[config.mk]
export PLATFORM = sky130hd
export DESIGN_NAME = pwm_reg_bank
export DESIGN_NICKNAME = d
export VERILOG_FILES = /design/src/rtl/pwm_reg_bank.sv
export SDC_FILE = /design/constraint.sdc
export NUM_CORES = 1
export LEC_CHECK = 0
export BUFFER_PORTS_ARGS = -buffer_cell sky130_fd_sc_hd__buf_2
export CAP_MARGIN = 20
export CORE_MARGIN = 2
export CORE_UTILIZATION = 60
export CTS_BUF_LIST = sky130_fd_sc_hd__clkbuf_16
export DETAILED_ROUTE_END_ITERATION = 6
export PLACE_DENSITY = 0.79
export SKIP_CTS_REPAIR_TIMING = 1
export SLEW_MARGIN = 20
export SYNTH_ARGS = -nofsm -noshare
export SYNTH_HDL_FRONTEND = slang
export SYNTH_SLANG_ARGS = --single-unit
[constraint.sdc]
create_clock -name clk -period 2.8 [get_ports clk]
set_clock_uncertainty 0.1 [all_clocks]
set_input_delay 0.14 -clock clk [delete_from_list [all_inputs] [get_ports clk]]
set_output_delay 0.14 -clock clk [all_outputs]
set_load 0.02 [all_outputs]
[src/rtl/pwm_reg_bank.sv]
// PWM register bank: SPI-written configuration registers, combinational readback,
// and CHANNELS double-buffered PWM generators sharing one prescaler.
`timescale 1ns/1ps
module pwm_reg_bank #(
    parameter int CHANNELS = 2,
    parameter int WIDTH    = 8
) (
    input  logic                clk,
    input  logic                rst,
    input  logic                wr_en,
    input  logic [6:0]          wr_addr,
    input  logic [WIDTH-1:0]    wr_data,
    input  logic [6:0]          rd_addr,
    output logic [WIDTH-1:0]    rd_data,
    output logic [CHANNELS-1:0] pwm_out,
    output logic [CHANNELS-1:0] period_end
);

    logic [CHANNELS-1:0] enable;
    logic [WIDTH-1:0]    prescale;
    logic [WIDTH-1:0]    pcnt;
    logic [WIDTH-1:0]    period_reg [CHANNELS];
    logic [WIDTH-1:0]    duty_reg   [CHANNELS];
    logic [WIDTH-1:0]    period_act [CHANNELS];
    logic [WIDTH-1:0]    duty_act   [CHANNELS];
    logic [WIDTH-1:0]    cnt        [CHANNELS];
    logic [WIDTH-1:0]    period_nxt [CHANNELS];
    logic [WIDTH-1:0]    duty_nxt   [CHANNELS];

    logic wr_ctrl;
    logic wr_prescale;
    logic sync;
    logic tick;

    assign wr_ctrl     = wr_en && (wr_addr == 7'h00);
    assign wr_prescale = wr_en && (wr_addr == 7'h01);
    assign sync        = wr_ctrl && wr_data[7];
    assign tick        = (pcnt == prescale);

    // Post-write register values; SYNC reloads shadows from these.
    always_comb begin
        for (int n = 0; n < CHANNELS; n++) begin
            period_nxt[n] = period_reg[n];
            duty_nxt[n]   = duty_reg[n];
            if (wr_en && (wr_addr == 7'(2 + 2 * n)))
                period_nxt[n] = wr_data;
            if (wr_en && (wr_addr == 7'(3 + 2 * n)))
                duty_nxt[n] = wr_data;
        end
    end

    always_comb begin
        rd_data = '0;
        if (rd_addr == 7'h00)
            rd_data[CHANNELS-1:0] = enable;
        else if (rd_addr == 7'h01)
            rd_data = prescale;
        for (int n = 0; n < CHANNELS; n++) begin
            if (rd_addr == 7'(2 + 2 * n))
                rd_data = period_reg[n];
            if (rd_addr == 7'(3 + 2 * n))
                rd_data = duty_reg[n];
        end
    end

    always_ff @(posedge clk) begin
        if (rst) begin
            enable     <= '0;
            prescale   <= '0;
            pcnt       <= '0;
            pwm_out    <= '0;
            period_end <= '0;
            for (int n = 0; n < CHANNELS; n++) begin
                period_reg[n] <= '1;
                duty_reg[n]   <= '0;
                period_act[n] <= '1;
                duty_act[n]   <= '0;
                cnt[n]        <= '0;
            end
        end else begin
            if (wr_ctrl)
                enable <= wr_data[CHANNELS-1:0];
            if (wr_prescale)
                prescale <= wr_data;
            pcnt <= (sync || tick) ? '0 : pcnt + WIDTH'(1);

            for (int n = 0; n < CHANNELS; n++) begin
                period_reg[n] <= period_nxt[n];
                duty_reg[n]   <= duty_nxt[n];
                pwm_out[n]    <= enable[n] && (cnt[n] < duty_act[n]);
                period_end[n] <= 1'b0;

                // SYNC outranks a wrap and never produces a period_end pulse.
                if (sync) begin
                    cnt[n]        <= '0;
                    period_act[n] <= period_nxt[n];
                    duty_act[n]   <= duty_nxt[n];
                end else if (!enable[n]) begin
                    cnt[n]        <= '0;
                    period_act[n] <= period_reg[n];
                    duty_act[n]   <= duty_reg[n];
                end else if (tick) begin
                    if (cnt[n] == period_act[n]) begin
                        cnt[n]        <= '0;
                        period_act[n] <= period_reg[n];
                        duty_act[n]   <= duty_reg[n];
                        period_end[n] <= 1'b1;
                    end else begin
                        cnt[n] <= cnt[n] + WIDTH'(1);
                    end
                end
            end
        end
    end

endmodule

==> metrics list <==
- Global routing consumed, over all layers together, approximately 28% of the routing resources.
* Worst-Margin Slew: 0.629 ns
- Synth cell types: 44
- DRT antenna net count: 0
* Start-to-end type of the worst setup path: flop to flop
- Mean area per synthesized cell: 10.3 um^2
- Mux contribution to synthesized area: 4.04%
- In this run the power density over the cells is 499 nW/um^2.
- The region available for standard cell placement spans just over 8000 um^2.
* Antenna violations before repair: 0
- Clk network pwr share: 40.9%
- The worst setup path is captured at a flop.
- Warning count from the yosys run: 0
- The path class of the tightest hold or removal check is primary input to flop.
* Largest voltage drop on the vdd net: 0.379 mV
* Estimated wirelength of the detail-placed design: 8720 um
- On the worst path, the slowest cell contributes a delay of between 0.5 and 0.6 ns.
* Xor/xnor share of the synthesized area: 7.33%
- Data required time of the critical path: about 2.8 ns
- The synthesized netlist devotes around an eighth of its cell area to compound gates.
- For this design, the slowest cell found on the critical path is sky130_fd_sc_hd__or4_4.
- IO buf count: 36
- The final number of max-transition violations is 0.
* Maximum buffer depth of the clock tree: 2
* Max_slew headroom: around 58%
- Setup repair after global routing missed its margin: no
* Register bit count reported by yosys: a little over 100
- Mapped Cells: roughly 490
- Portion of total power attributed to combinational logic: under 10%
- Clock tree synthesis selected as its root buffer the cell sky130_fd_sc_hd__clkbuf_16.
- Setup violations remaining at the end of the flow were counted as 0.
* Time the final worst path needs with I/O delays and setup: 2.65 ns
- Final design area excluding fillers: roughly 5700 um^2
- In this run the static leakage power is between 2 and 2.5 nW.
- Detail-routed net length per standard cell: 18.6 um
- Number of remaining DRC errors: 0
- Buffers inserted during clock tree synthesis total 9.
- The number of buffers and inverters on the critical path is 1.
- The synthesized netlist devotes under 10% of its cell area to adder and majority cells.
- Via-per-instance ratio: 6.10
- Sink count of the clock tree: a little over 100
- Sequential cells burn between 50% and 60% of the power.
- Fraction of final layout cells with drive strength greater than 1: 16.8%
* Maximum fanout along the worst path: 8
* Total negative slack: 0 ns
* Final-report hold violation count: 0
- Chip height: 95.4 um
* Vias in the first global route: approximately 3700
- In the synthesized netlist the dominant register cell turns out to be sky130_fd_sc_hd__dfxtp_1.
* Result of the run: complete, no violations
- Number of rows in the core area: 33
- Summing every instance area after synthesis gives between 5000 and 6000 um^2.
- Clock latency on the worst-skew pair, taken at its later pin, is about 0.34 ns.
- For this design the total switching power over the nets is between 0.6 and 0.7 mW.
- GR Overflow Total: 0
* Die outline width: around 95 um
- Net switching is 22.6% of the power.
- Traced cell by cell, the critical path runs through xor2_1, nor4_1, buf_4, nand4_1, and3_1, or4_4, o22a_1.
* List of most frequent post-synthesis cells: 62 x sky130_fd_sc_hd__nor2_1, 54 x sky130_fd_sc_hd__dfxtp_1, 48 x sky130_fd_sc_hd__edfxtp_1, 39 x sky130_fd_sc_hd__xor2_1, 34 x sky130_fd_sc_hd__nand2_1
* Max Cap Viol: 0
- Global-route wire length before repair: 19000 um
- The number of nets in the synthesized netlist is 528.
* Number of placed I/O pins: 37
- At the worst endpoint, the arrival time is roughly 2.6 ns.
- The synthesized design contains 48 enable-type register cells.
* Number of DRC violations after detailed-routing iteration 0: 318
* Routability congestion estimate from global placement: 0.922
- The synthesized design devotes to its leading area cell type 28.7% of total area.
* Largest family of logic cells by synthesized area: simple AND/OR/NAND/NOR gates
- Number of iterations in the first detailed-routing pass: 6
- Relative to the synthesized area, the layout overhead comes to 13.2%.
* Via count: between 3000 and 4000
* Cell internal pwr: between 2 and 2.5 mW
- Based on the critical path, the design can be clocked at up to ~380 MHz.
- Share of synthesized area occupied by flip-flops and latches: between 50% and 60%
* Final period utilization: a little over nine tenths
- Biggest area contributors in the synthesized netlist: sky130_fd_sc_hd__edfxtp_1 29%, sky130_fd_sc_hd__dfxtp_1 22%, sky130_fd_sc_hd__xor2_1 6.8%
- The number of antenna diodes in the final layout is 0.
* Placed Instance Area: between 5000 and 6000 um^2
* Clock transition time at the flip-flop clock pins of the worst setup and hold paths: around 0.070 ns
- CP top delay family: simple AND/OR/NAND/NOR gates
- TritonCTS built the clock tree.
* Most common cell in the synthesized netlist: sky130_fd_sc_hd__nor2_1
* Starting density of the core: 61.4%
* Number of nets in the finished design: roughly 570
* Final Routed Wirelength: between 10000 and 15000 um
- The H-tree was split into 3 levels.
- Area share of and/or/nand/nor cells after synthesis: between 10% and 20%
- The die covers between 9000 and 10000 um^2.
* Library cell with the largest summed area after synthesis: sky130_fd_sc_hd__edfxtp_1
- Entering global routing, the biggest net connects 41 pins.
- The worst setup path is launched from a flop.
* Fraction of registers with async set or reset after synthesis: 0%
-- layer usage --
layer	vias to the layer above	track usage, %	wire length [um]	share of wire [%]
met1	1854	39.0	5130	43
met2	181	43.4	5500	46
met3	36	4.74	881	7.4
met5	-	0	0	0
met4	0	11.7	415	3.5
li1	1842	-	-	-
-- final timing paths --
check	endpoint	startpoint	depth (start not counted)	slack [ns]
max	period_act[1][1]	prescale[5]	7	0.15
min	duty_reg[0][15]	wr_data[7]	3	0.02
max reg2reg	period_act[1][1]	prescale[5]	7	0.15
min reg2reg	duty_reg[0][14]	duty_reg[0][14]	2	0.39
-- final cells by class --
cell class	count	area (um^2)
sequential	102	2520
fill	597	2500
multi-input combinational	339	2320
timing repair buffer	55	335
clock buffer	9	225
tap	105	131
inverter	25	93.8
clock inverter	7	47.5
-- logic make-up (layout without fill, tap and decap cells) --
group                    Yosys count  in the layout
adder cells (fa/ha/maj)           17             17
multiplexers                      17             17
AND/OR/NAND/NOR                  182            182
flip-flops                       102            102
XOR/XNOR                          42             42
buffers and inverters             45             96
AO/OA/AOI/OAI                     81             81
-- layout by cell type (no fill, tap or decap), drive strengths merged, types with 9 or more instances in the layout --
cell type  count
a211o         17
buf           55
inv           28
clkbuf         9
xor2          39
edfxtp        48
nor2          62
nand3         28
nand2         34
or3           10
ha            17
mux2i          9
and3          10
a21oi         18
dfxtp         54
-- worst register-to-register path: stages, from the launching register on --
cell and delay, ns:
sky130_fd_sc_hd__dfxtp_1 0.38, sky130_fd_sc_hd__xor2_1 0.19, sky130_fd_sc_hd__nor4_1 0.32, sky130_fd_sc_hd__buf_4 0.21, sky130_fd_sc_hd__nand4_1 0.13, sky130_fd_sc_hd__and3_1 0.28, sky130_fd_sc_hd__or4_4 0.55, sky130_fd_sc_hd__o22a_1 0.23
-- per-stage QoR --
stage / std cells / util [%] / setup slack [ns] / hold WS [ns] / power [mW]
after floorplan: 486 / - / 0.255 / 0.176 / 1.64
after global placement: 626 / 66.1 / 0.190 / 0.361 / 1.70
after CTS: 642 / 69.4 / 0.160 / 0.0111 / 2.85
final: 642 / 69.5 / 0.148 / 0.0239 / 2.83
after detailed placement: 626 / 66.1 / 0.117 / 0.377 / 1.70
after global routing: 642 / 69.5 / 0.0730 / 0.0268 / 2.90
-- power by group through the flow --
stage	sequential (mW)	combinational (mW)	clock, mW
global route	1.55	0.129	1.22
floorplan	1.58	0.0599	0
CTS	1.55	0.119	1.18
detailed placement	1.59	0.118	0
finish	1.55	0.122	1.16
global placement	1.59	0.116	0
(Power assumes the default switching activity.)
